[src/rtl/node_port_pkg.sv]
// Shared types and constants for the processor-side node endpoint.
// Packet layout: {dest[3:0], ctl, payload[23:0]}.
package node_port_pkg;

    localparam int unsigned NODE_ADDR_W = 4;
    localparam int unsigned PAYLOAD_W   = 24;
    localparam int unsigned NODE_PKT_W  = NODE_ADDR_W + 1 + PAYLOAD_W;

    localparam int unsigned DEST_MSB    = NODE_PKT_W - 1;
    localparam int unsigned DEST_LSB    = PAYLOAD_W + 1;
    localparam int unsigned CTL_BIT     = PAYLOAD_W;
    localparam int unsigned PAYLOAD_MSB = PAYLOAD_W - 1;
    localparam int unsigned PAYLOAD_LSB = 0;

    typedef logic [NODE_PKT_W-1:0]  node_pkt_t;
    typedef logic [PAYLOAD_W-1:0]   payload_t;
    typedef logic [NODE_ADDR_W-1:0] node_addr_t;

    typedef enum logic [1:0] {
        ST_IDLE,
        ST_OFFER,
        ST_WAIT_LOW
    } offer_state_t;

    function automatic node_pkt_t make_pkt(input node_addr_t dest,
                                           input logic       ctl,
                                           input payload_t   payload);
        return {dest, ctl, payload};
    endfunction

    function automatic payload_t pkt_payload(input node_pkt_t pkt);
        return pkt[PAYLOAD_MSB:PAYLOAD_LSB];
    endfunction

endpackage

[src/rtl/node_port_if.sv]
// Handshake bundle between the processing element / router core and node_port.
// The slave modport is the node_port view; master is the environment view.
interface node_port_if;

    logic                           Pe_Wr_Valid;
    node_port_pkg::node_pkt_t       Pe_Wr_Data;
    logic                           Pe_Wr_Ready;

    logic                           Pe_Rd_Valid;
    node_port_pkg::payload_t        Pe_Rd_Data;
    logic                           Pe_Rd_Ready;

    node_port_pkg::node_pkt_t       Packet_From_Node;
    logic                           Packet_From_Node_Valid;
    logic                           Core_Load_Ack;

    node_port_pkg::payload_t        Packet_To_Node;
    logic                           Packet_To_Node_Valid;

    modport master (
        output Pe_Wr_Valid,
        output Pe_Wr_Data,
        input  Pe_Wr_Ready,
        input  Pe_Rd_Valid,
        input  Pe_Rd_Data,
        output Pe_Rd_Ready,
        input  Packet_From_Node,
        input  Packet_From_Node_Valid,
        output Core_Load_Ack,
        output Packet_To_Node,
        output Packet_To_Node_Valid
    );

    modport slave (
        input  Pe_Wr_Valid,
        input  Pe_Wr_Data,
        output Pe_Wr_Ready,
        output Pe_Rd_Valid,
        output Pe_Rd_Data,
        input  Pe_Rd_Ready,
        output Packet_From_Node,
        output Packet_From_Node_Valid,
        input  Core_Load_Ack,
        input  Packet_To_Node,
        input  Packet_To_Node_Valid
    );

endinterface

[src/rtl/node_fifo.sv]
// Synchronous FIFO, power-of-two depth, with same-cycle push/pop.
// A push into a full FIFO is accepted only when a pop happens that cycle.
module node_fifo #(
    parameter int unsigned WIDTH = 8,
    parameter int unsigned DEPTH = 4
) (
    input  logic             clk,
    input  logic             rst,
    input  logic             push,
    input  logic [WIDTH-1:0] wr_data,
    input  logic             pop,
    output logic [WIDTH-1:0] rd_data,
    output logic             full,
    output logic             empty
);

    localparam int unsigned AW = $clog2(DEPTH);

    logic [WIDTH-1:0] mem [DEPTH];
    logic [AW-1:0]    wr_ptr;
    logic [AW-1:0]    rd_ptr;
    logic [AW:0]      count;
    logic             do_push;
    logic             do_pop;

    assign empty   = (count == '0);
    assign full    = (count == (AW+1)'(DEPTH));
    assign do_pop  = pop && !empty;
    assign do_push = push && (!full || do_pop);
    assign rd_data = mem[rd_ptr];

    always_ff @(posedge clk) begin
        if (do_push) begin
            mem[wr_ptr] <= wr_data;
        end
    end

    always_ff @(posedge clk or posedge rst) begin
        if (rst) begin
            wr_ptr <= '0;
            rd_ptr <= '0;
            count  <= '0;
        end else begin
            if (do_push) begin
                wr_ptr <= wr_ptr + 1'b1;
            end
            if (do_pop) begin
                rd_ptr <= rd_ptr + 1'b1;
            end
            unique case ({do_push, do_pop})
                2'b10:   count <= count + 1'b1;
                2'b01:   count <= count - 1'b1;
                default: count <= count;
            endcase
        end
    end

endmodule

[src/rtl/node_port.sv]
// Processor-side endpoint: buffers PE packets and offers them to the router
// core one at a time, and queues packets delivered by the core for the PE.
module node_port
    import node_port_pkg::*;
#(
    parameter int unsigned TX_DEPTH    = 4,
    parameter int unsigned RX_DEPTH    = 4,
    parameter int unsigned ACK_TIMEOUT = 255
) (
    input  logic        Clk_R,
    input  logic        Rst,
    node_port_if.slave  np,
    output logic        Tx_Timeout,
    output logic        Rx_Overflow,
    output logic [7:0]  Tx_Count,
    output logic [7:0]  Rx_Count
);

    offer_state_t state;
    offer_state_t state_nxt;

    node_pkt_t tx_head;
    logic      tx_full;
    logic      tx_empty;
    logic      tx_push;
    logic      tx_pop;
    logic      offer_valid;
    logic      timer_run;
    logic [7:0] ack_timer;

    payload_t  rx_head;
    logic      rx_full;
    logic      rx_empty;
    logic      rx_push;
    logic      rx_pop;
    logic      rx_valid_q;
    logic      rx_rise;
    logic      rx_drop;

    // Outbound path
    assign tx_push        = np.Pe_Wr_Valid && !tx_full;
    assign np.Pe_Wr_Ready = !tx_full;

    node_fifo #(
        .WIDTH (NODE_PKT_W),
        .DEPTH (TX_DEPTH)
    ) u_tx_fifo (
        .clk     (Clk_R),
        .rst     (Rst),
        .push    (tx_push),
        .wr_data (np.Pe_Wr_Data),
        .pop     (tx_pop),
        .rd_data (tx_head),
        .full    (tx_full),
        .empty   (tx_empty)
    );

    always_ff @(posedge Clk_R or posedge Rst) begin
        if (Rst) begin
            state <= ST_IDLE;
        end else begin
            state <= state_nxt;
        end
    end

    always_comb begin
        state_nxt = state;
        unique case (state)
            ST_IDLE:     if (!tx_empty)          state_nxt = ST_OFFER;
            ST_OFFER:    if (np.Core_Load_Ack)   state_nxt = ST_WAIT_LOW;
            ST_WAIT_LOW: if (!np.Core_Load_Ack)  state_nxt = ST_IDLE;
            default:                             state_nxt = ST_IDLE;
        endcase
    end

    always_comb begin
        offer_valid = 1'b0;
        tx_pop      = 1'b0;
        timer_run   = 1'b0;
        if (state == ST_OFFER) begin
            offer_valid = 1'b1;
            tx_pop      = np.Core_Load_Ack;
            timer_run   = !np.Core_Load_Ack;
        end
    end

    // Data is forced to zero outside an offer so idle outputs read as 0
    assign np.Packet_From_Node_Valid = offer_valid;
    assign np.Packet_From_Node       = offer_valid ? tx_head : '0;

    always_ff @(posedge Clk_R or posedge Rst) begin
        if (Rst) begin
            Tx_Count   <= '0;
            ack_timer  <= '0;
            Tx_Timeout <= 1'b0;
        end else begin
            if (tx_pop) begin
                Tx_Count <= Tx_Count + 8'd1;
            end
            if (!timer_run) begin
                ack_timer <= '0;
            end else if (ack_timer != '1) begin
                ack_timer <= ack_timer + 8'd1;
            end
            if (timer_run && (({1'b0, ack_timer} + 9'd1) == 9'(ACK_TIMEOUT))) begin
                Tx_Timeout <= 1'b1;
            end
        end
    end

    // Inbound path: one packet per rising edge of the core's valid level
    assign rx_rise = np.Packet_To_Node_Valid && !rx_valid_q;
    assign rx_pop  = np.Pe_Rd_Ready && !rx_empty;
    assign rx_push = rx_rise && (!rx_full || rx_pop);
    assign rx_drop = rx_rise && rx_full && !rx_pop;

    node_fifo #(
        .WIDTH (PAYLOAD_W),
        .DEPTH (RX_DEPTH)
    ) u_rx_fifo (
        .clk     (Clk_R),
        .rst     (Rst),
        .push    (rx_push),
        .wr_data (np.Packet_To_Node),
        .pop     (rx_pop),
        .rd_data (rx_head),
        .full    (rx_full),
        .empty   (rx_empty)
    );

    assign np.Pe_Rd_Valid = !rx_empty;
    assign np.Pe_Rd_Data  = rx_empty ? '0 : rx_head;

    always_ff @(posedge Clk_R or posedge Rst) begin
        if (Rst) begin
            rx_valid_q  <= 1'b0;
            Rx_Count    <= '0;
            Rx_Overflow <= 1'b0;
        end else begin
            rx_valid_q <= np.Packet_To_Node_Valid;
            if (rx_push) begin
                Rx_Count <= Rx_Count + 8'd1;
            end
            if (rx_drop) begin
                Rx_Overflow <= 1'b1;
            end
        end
    end

endmodule

[src/flat_wrapper.sv]
// flat-port wrapper written by rule: the top's interface ports become plain ports
module node_port_flat import node_port_pkg::*;
#(
    parameter int unsigned TX_DEPTH    = 4,
    parameter int unsigned RX_DEPTH    = 4,
    parameter int unsigned ACK_TIMEOUT = 255
)
  (Clk_R, Rst, Tx_Timeout, Rx_Overflow, Tx_Count, Rx_Count, np_Pe_Wr_Valid, np_Pe_Wr_Data, np_Pe_Wr_Ready, np_Pe_Rd_Valid, np_Pe_Rd_Data, np_Pe_Rd_Ready, np_Packet_From_Node, np_Packet_From_Node_Valid, np_Core_Load_Ack, np_Packet_To_Node, np_Packet_To_Node_Valid);
  node_port_if np_i ();
  input  logic Clk_R;
  input  logic Rst;
  output logic Tx_Timeout;
  output logic Rx_Overflow;
  output logic [7:0] Tx_Count;
  output logic [7:0] Rx_Count;
  input wire logic [$bits(np_i.Pe_Wr_Valid)-1:0] np_Pe_Wr_Valid;
  input wire logic [$bits(np_i.Pe_Wr_Data)-1:0] np_Pe_Wr_Data;
  output wire logic [$bits(np_i.Pe_Wr_Ready)-1:0] np_Pe_Wr_Ready;
  output wire logic [$bits(np_i.Pe_Rd_Valid)-1:0] np_Pe_Rd_Valid;
  output wire logic [$bits(np_i.Pe_Rd_Data)-1:0] np_Pe_Rd_Data;
  input wire logic [$bits(np_i.Pe_Rd_Ready)-1:0] np_Pe_Rd_Ready;
  output wire logic [$bits(np_i.Packet_From_Node)-1:0] np_Packet_From_Node;
  output wire logic [$bits(np_i.Packet_From_Node_Valid)-1:0] np_Packet_From_Node_Valid;
  input wire logic [$bits(np_i.Core_Load_Ack)-1:0] np_Core_Load_Ack;
  input wire logic [$bits(np_i.Packet_To_Node)-1:0] np_Packet_To_Node;
  input wire logic [$bits(np_i.Packet_To_Node_Valid)-1:0] np_Packet_To_Node_Valid;
  assign np_i.Pe_Wr_Valid = np_Pe_Wr_Valid;
  assign np_i.Pe_Wr_Data = np_Pe_Wr_Data;
  assign np_Pe_Wr_Ready = np_i.Pe_Wr_Ready;
  assign np_Pe_Rd_Valid = np_i.Pe_Rd_Valid;
  assign np_Pe_Rd_Data = np_i.Pe_Rd_Data;
  assign np_i.Pe_Rd_Ready = np_Pe_Rd_Ready;
  assign np_Packet_From_Node = np_i.Packet_From_Node;
  assign np_Packet_From_Node_Valid = np_i.Packet_From_Node_Valid;
  assign np_i.Core_Load_Ack = np_Core_Load_Ack;
  assign np_i.Packet_To_Node = np_Packet_To_Node;
  assign np_i.Packet_To_Node_Valid = np_Packet_To_Node_Valid;
  node_port #(.TX_DEPTH(TX_DEPTH), .RX_DEPTH(RX_DEPTH), .ACK_TIMEOUT(ACK_TIMEOUT)) u_core (.Clk_R(Clk_R), .Rst(Rst), .np(np_i), .Tx_Timeout(Tx_Timeout), .Rx_Overflow(Rx_Overflow), .Tx_Count(Tx_Count), .Rx_Count(Rx_Count));
endmodule
[config.mk]
export PLATFORM = sky130hd
export DESIGN_NAME = node_port_flat
export DESIGN_NICKNAME = d
export VERILOG_FILES = /design/src/rtl/node_port_pkg.sv /design/src/rtl/node_port_if.sv /design/src/rtl/node_fifo.sv /design/src/rtl/node_port.sv /design/src/flat_wrapper.sv
export SDC_FILE = /design/constraint.sdc
export NUM_CORES = 1
export LEC_CHECK = 0
export ABC_AREA = 1
export CAP_MARGIN = 20
export CORE_MARGIN = 2
export CORE_UTILIZATION = 55
export CTS_CLUSTER_DIAMETER = 150
export DETAILED_ROUTE_END_ITERATION = 7
export PLACE_DENSITY = 0.79
export RECOVER_POWER = 25
export SLEW_MARGIN = 15
export SYNTH_ARGS = -nofsm -noshare
export SYNTH_HDL_FRONTEND = slang
export SYNTH_SLANG_ARGS = --single-unit
[constraint.sdc]
create_clock -name Clk_R -period 3 [get_ports Clk_R]
set_clock_uncertainty 0.05 [all_clocks]
set_input_delay 0.45 -clock Clk_R [delete_from_list [all_inputs] [get_ports Clk_R]]
set_output_delay 0.45 -clock Clk_R [all_outputs]
set_load 0.1 [all_outputs]
==> results of run 1 <==
cell usage in the layout, fill, tap and decap left out, types with 3 or more instances in the layout:
cell type,instances
dfrtp_1,43
edfxtp_1,212
ha_1,14
inv_2,8
nand2_1,61
nor3_1,3
buf_12,57
dlygate4sd3_1,38
nor2_1,227
o21ai_0,99
buf_4,35
a21oi_1,28
clkinv_2,8
clkdlybuf4s50_1,20
nand4_1,3
o21ai_1,18
inv_1,53
xnor2_1,6
clkinv_1,5
clkbuf_16,25
nand3_1,19
a21oi_2,29
bufinv_16,4
nor2_2,9
xor2_1,13
worst paths after layout:
kind,from,endpoint,cells after the start
hold / removal,Rst,u_core.Rx_Count[4]$_DFFE_PP0P_,2
hold reg to reg,u_core.rx_valid_q$_DFF_PP0_,u_core.Rx_Overflow$_DFFE_PP0P_,1
setup reg to reg,u_core.u_tx_fifo.count[1]$_DFFE_PP0P_,u_core.u_tx_fifo.count[2]$_DFFE_PP0P_,9
setup / recovery,u_core.u_tx_fifo.rd_ptr[0]$_DFFE_PP0P_,np_Packet_From_Node[19],6
min in group Clk_R,u_core.rx_valid_q$_DFF_PP0_,u_core.Rx_Overflow$_DFFE_PP0P_,1
max in group asynchronous,Rst,u_core.Tx_Count[5]$_DFFE_PP0P_,2
synthesized netlist by cell type, drive strengths merged:
cell type | n | area, µm²
nor2 | 239 | 931
edfxtp | 212 | 6370
o21ai | 117 | 586
nand2 | 63 | 251
inv | 61 | 229
a21oi | 57 | 285
dfrtp | 43 | 1080
buf | 29 | 173
nand3 | 20 | 105
ha | 14 | 175
xor2 | 14 | 130
clkbuf | 12 | 47.6
xnor2 | 6 | 52.6
nor3 | 5 | 35.0
nand4 | 3 | 18.8
fa | 2 | 40.0
clkinv | 1 | 5.00
nand3b | 1 | 7.51
o21bai | 1 | 7.51
o22ai | 1 | 6.26
o31ai | 1 | 7.51
area by class of cell:
type	instances	area, µm²
sequential	255	7440
fill	1205	5220
multi-input combinational	544	2770
timing repair buffer	150	1980
clock buffer	26	629
tap	234	293
inverter	62	234
clock inverter	19	198
antenna	2	5.00
kinds of logic (layout without fill, tap and decap cells):
kind of cell	count (synthesis)	in the layout
and+or+nand+nor	331	331
DFF	255	255
buffers and inverters	103	257
AOI/OAI and AO/OA	177	177
xor gates and xnor gates	20	20
other	0	2
adders and majority gates	16	16
worst max-delay path, delay by kind of cell (launching register included):
| kind | cells | cell delay [ps] |
|---|---|---|
| AO/OA/AOI/OAI | 2 | 370 |
| buffers and inverters | 2 | 730 |
| AND/OR/NAND/NOR | 2 | 260 |
| flip-flops | 1 | 360 |
flip-flops by register name, summed over array words and instances, names as in the netlist:
name / cells
u_core.u_tx_fifo.rd_ptr: 2
u_core.u_rx_fifo.rd_ptr: 2
u_core.state: 2
u_core.Tx_Timeout: 1
u_core.Tx_Count: 8
u_core.Rx_Count: 8
u_core.u_rx_fifo.wr_ptr: 2
u_core.u_rx_fifo.mem: 96
u_core.u_tx_fifo.wr_ptr: 2
u_core.u_rx_fifo.count: 3
u_core.u_tx_fifo.mem: 116
u_core.ack_timer: 8
u_core.u_tx_fifo.count: 3
u_core.Rx_Overflow: 1
u_core.rx_valid_q: 1
per-stage QoR:
step	TNS [ps]	utilization	setup slack (ps)
CTS	0	0.722	227
finish	0	0.722	245
floorplan	-12330	-	-542
detailed placement	0	0.678	313
global route	0	0.722	119
global placement	0	0.678	392
per-layer routing:
layer | track usage | vias to the layer above
li1 | - | 3343
met1 | 0.284 | 3412
met2 | 0.383 | 231
met3 | 0.0400 | 32
met4 | 0.0693 | 0
met5 | 0 | -
==> impl_metrics.ini, run 1 <==
[yosys]
synth.ff_latch_count = 255
synth_top_family_by_area = simple AND/OR/NAND/NOR gates
synthAdderAreaFrac = 0.0204
synthXorXnorAreaFrac = 0.0173
synth_nets = 977
ys_warn_count = 0
yosys.area_share.simple = 0.128
synth_seq_area_share = 0.706
postSynthCellCount = 902
avgSynthCellArea_um2 = 11.7
syn_area_um2 = 10500
synth_compound_area_frac = 0.0847
synth_cell_types = 34
synthMuxAreaShare = 0

[timing]
holdWs_ps = 389
clock.fmax_mhz = 363
post-route-min-period_ps = 2760
tightest_slew_ps = 851
final_max_slew_viol_count = 0
setup_viol = 0
finalHoldViolCount = 0
finalCritPeriodShare = 0.918
rsz0062_at_grt = false
relSlewSlack = 0.432

[drt]
drcViolationCount = 0
wirelength_met1_mm = 9.21
ant_nets = 0
via_count = 7018
met2_length_mm = 11.3
viasPerCell = 5.43
routed.top_layer = met4
drt-total-wl_mm = 22.3
firstDrtPassIters = 4
wl_per_cell_um = 17.2
met3_length_mm = 1.33
drtIter0Drc = 402

[cells_and_area]
area_growth_pct = 28.6
finalNetCount = 1113
stdcell_count = 1292
finalInstanceArea_um2 = 13600
layout-drive-gt1-share = 0.177

[clock_tree]
cts_tree = built
cts_buffers = 25
cts.clk_slew.worst_paths_ps = 60
cts_buffer_depth = 3
clk_latency_ps = 510
cts_hold_buffers = 0
cts-root-buf = clkbuf_16
htree_levels = 1
cts_resized = 0
cts_sinks = 255
cts_setup_buffers = 0

[floorplanning]
initial_utilization = 0.561
rows = 50
ioPinCount = 133
coreArea_um2 = 18800
die_h_um = 142
die_area_um2 = 20300
fp.dieW_um = 142

[placed_design]
hpwl_mm = 13.5
placed_cells = 1245
gp_congestion = 0.803
place_area_um2 = 12700
numPortBuffers = 132

[setup_path]
worstPathArrival_ps = 2260
criticalPathCategory = reg2out
path_cells = buf_4 > nor2_1 > nor2_1 > o21ai_0 > a21oi_2 > buf_12
crit_required_ps = 2500
slowest_delay_ps = 520
cp-end-kind = output pin
cp_common_cell = nor2_1
slowest_stage = buf_4
critPathMaxFanout = 59
r2r_setup_slack_ps = 740
cp-start-kind = flop

[status]
status = completed

[global_routing]
grt_usage = 0.220
antenna_found_initial = 1
grt_pass1_wl_mm = 35.1
grt-ovfl-total = 0
grt_pass1_vias = 7173
grt_max_degree = 60

[min_path]
holdCritPathClass = in2async

[job]
drv_cap = 0
Power of run 1 is left out: the tool's default activity adds up to more than one toggle a clock period on the data nets, which glitch-free logic cannot reach.
==> run 2, diff against run 1 <==
--- a/config.mk
+++ b/config.mk
@@ -8,10 +8,11 @@
 export ABC_AREA = 1
 export CAP_MARGIN = 20
 export CORE_MARGIN = 2
-export CORE_UTILIZATION = 55
+export CORE_UTILIZATION = 60
 export CTS_CLUSTER_DIAMETER = 150
 export DETAILED_ROUTE_END_ITERATION = 7
-export PLACE_DENSITY = 0.79
+export GPL_TIMING_DRIVEN = 0
+export PLACE_DENSITY = 0.85
 export RECOVER_POWER = 25
 export SLEW_MARGIN = 15
 export SYNTH_ARGS = -nofsm -noshare
==> constraint.sdc (replaced) <==
create_clock -name Clk_R -period 3.5 [get_ports Clk_R]
set_clock_uncertainty 0.05 [all_clocks]
set_input_delay 0.525 -clock Clk_R [delete_from_list [all_inputs] [get_ports Clk_R]]
set_output_delay 0.525 -clock Clk_R [all_outputs]
set_load 0.1 [all_outputs]
==> run 2 against run 1 <==
  * Wire length up 4.8%
  * Sequential share of layout area up 2.2 points
  * Core utilization up 3.3 points
  * Largest cell class unchanged
  * The run now ends with max-capacitance violations, max-slew violations left
  * Critical path depth unchanged
  * Sequential cell count unchanged
  * Cell area down 3.9%
==> impl_metrics.ini, run 2 (synthesis gave the netlist of run 1 again) <==
[floorplanning]
initial_utilization = 0.611
rows = 48
die_area_um2 = 18600
fp.dieW_um = 137
die_h_um = 137
ioPinCount = 133
coreArea_um2 = 17200

[cells_and_area]
finalNetCount = 1141
fin_util = 0.755
mostFrequentLayoutCell = nor2_1
most-common-layout-cells = 227 x nor2_1, 212 x edfxtp_1, 99 x o21ai_0
top_regs = u_core.u_tx_fifo.mem (116), u_core.u_rx_fifo.mem (96)
layout-drive-gt1-share = 0.0897
largest_reg_flops = 116
top_register = u_core.u_tx_fifo.mem
area_growth_pct = 23.6

[setup_path]
criticalPathCategory = reg2out
crit_required_ps = 2920
path_cells = buf_4 > inv_2 > clkbuf_1 > o21ai_0 > a21oi_1 > clkdlybuf4s15_1
slowest_stage = clkdlybuf4s15_1
cp-start-kind = flop
cp-end-kind = output pin
worstPathArrival_ps = 2860
critPathMaxFanout = 10
slowest_delay_ps = 870

[global_routing]
grt_usage = 0.253
grt_max_degree = 38
grt_pass1_wl_mm = 36.0
grt-ovfl-total = 0
antenna_found_initial = 2
grt_pass1_vias = 7171

[clock_tree]
cts_sinks = 255
cts-root-buf = clkbuf_16
cts_buffers = 25
cts_setup_buffers = 0
cts_buffer_depth = 3
cts_tree = built
htree_levels = 1
cts.clk_slew.worst_paths_ps = 60
clk_latency_ps = 510

[job]
drv_cap = 1

[placed_design]
gp_congestion = 0.829
numPortBuffers = 132
hpwl_mm = 14.8

[drt]
drcViolationCount = 0
drt-total-wl_mm = 23.3
wl_per_cell_um = 17.8
drtIter0Drc = 669
firstDrtPassIters = 6
viasPerCell = 5.60
ant_nets = 0
via_count = 7325

[status]
failed_checks = max-capacitance violations, max-slew violations
status = complete, but fails checks

[timing]
setup_viol = 0
relSlewSlack = -0.294
rsz0062_at_grt = false
finalHoldViolCount = 0
clock.fmax_mhz = 291
tightest_slew_ps = 1940
finalCritPeriodShare = 0.982
post-route-min-period_ps = 3440
final_max_slew_viol_count = 38

[min_path]
holdCritPathClass = in2async
[run 2: changes by cell type in the layout (fill, tap and decap cells not counted), moves of 10 or more]
| cell | change |
|---|---|
| a21oi_1 | +19 |
| a21oi_2 | -19 |
| buf_12 | -55 |
| buf_2 | +18 |
| buf_4 | -28 |
| clkbuf_1 | +18 |
| clkdlybuf4s50_1 | +31 |
| dlygate4sd2_1 | +51 |
| dlygate4sd3_1 | -10 |
[run 2: through the flow]
step | setup WS [ps] | instance area [µm²] | hold slack, ps | TNS, ps | cells
after floorplan | -117 | 10600 | 382 | -2340 | 902
after global placement | -262 | 12200 | 385 | -36480 | 1259
after detailed placement | 358 | 12400 | 404 | 0 | 1264
after CTS | 65.5 | 13000 | 162 | 0 | 1306
after global routing | 0.290 | 13000 | 344 | 0 | 1307
final | 61.5 | 13000 | 319 | 0 | 1309
[run 2: layer usage]
| layer | wire length [µm] | up-vias | GRT usage | share of wire |
|---|---|---|---|---|
| li1 | - | 3404 | - | - |
| met1 | 9120 | 3508 | 0.335 | 0.39 |
| met2 | 11800 | 360 | 0.428 | 0.50 |
| met3 | 1770 | 53 | 0.0341 | 0.076 |
| met4 | 663 | 0 | 0.101 | 0.028 |
| met5 | 0 | - | 0 | 0 |
[run 2: worst paths after layout]
kind	cells after the start	end	slack (ps)	start
max	6	np_Packet_From_Node[18]	60	u_core.u_tx_fifo.rd_ptr[0]$_DFFE_PP0P_
min	2	u_core.rx_valid_q$_DFF_PP0_	320	Rst
max reg2reg	9	u_core.u_tx_fifo.count[2]$_DFFE_PP0P_	1040	u_core.u_tx_fifo.count[1]$_DFFE_PP0P_
min reg2reg	1	u_core.Rx_Overflow$_DFFE_PP0P_	410	u_core.rx_valid_q$_DFF_PP0_
max in group asynchronous	3	u_core.u_tx_fifo.count[0]$_DFFE_PP0P_	990	Rst
min in group Clk_R	1	u_core.Rx_Overflow$_DFFE_PP0P_	410	u_core.rx_valid_q$_DFF_PP0_
[run 2: critical path: cells and delay by family, from the launching register on]
family	cells	cell delay, ps
AO/OA/AOI/OAI	2	480
flip-flops	1	370
buffers and inverters	4	1510
[run 2: timing repair]
item,4_1_cts,5_1_grt
hold buffers,0,0
endpoints found under the setup margin,53,2
endpoints found under the hold margin,0,0
cloned,0,0
resized for setup,53,2
[run 2: area by class of cell]
class	instances	area, µm²
sequential	255	7440
fill	1065	4220
multi-input combinational	544	2740
timing repair buffer	137	1360
clock buffer	33	656
tap	225	282
inverter	62	234
buffer	41	220
clock inverter	9	87.6
antenna	3	7.51
Power of run 2 is left out for the same reason.
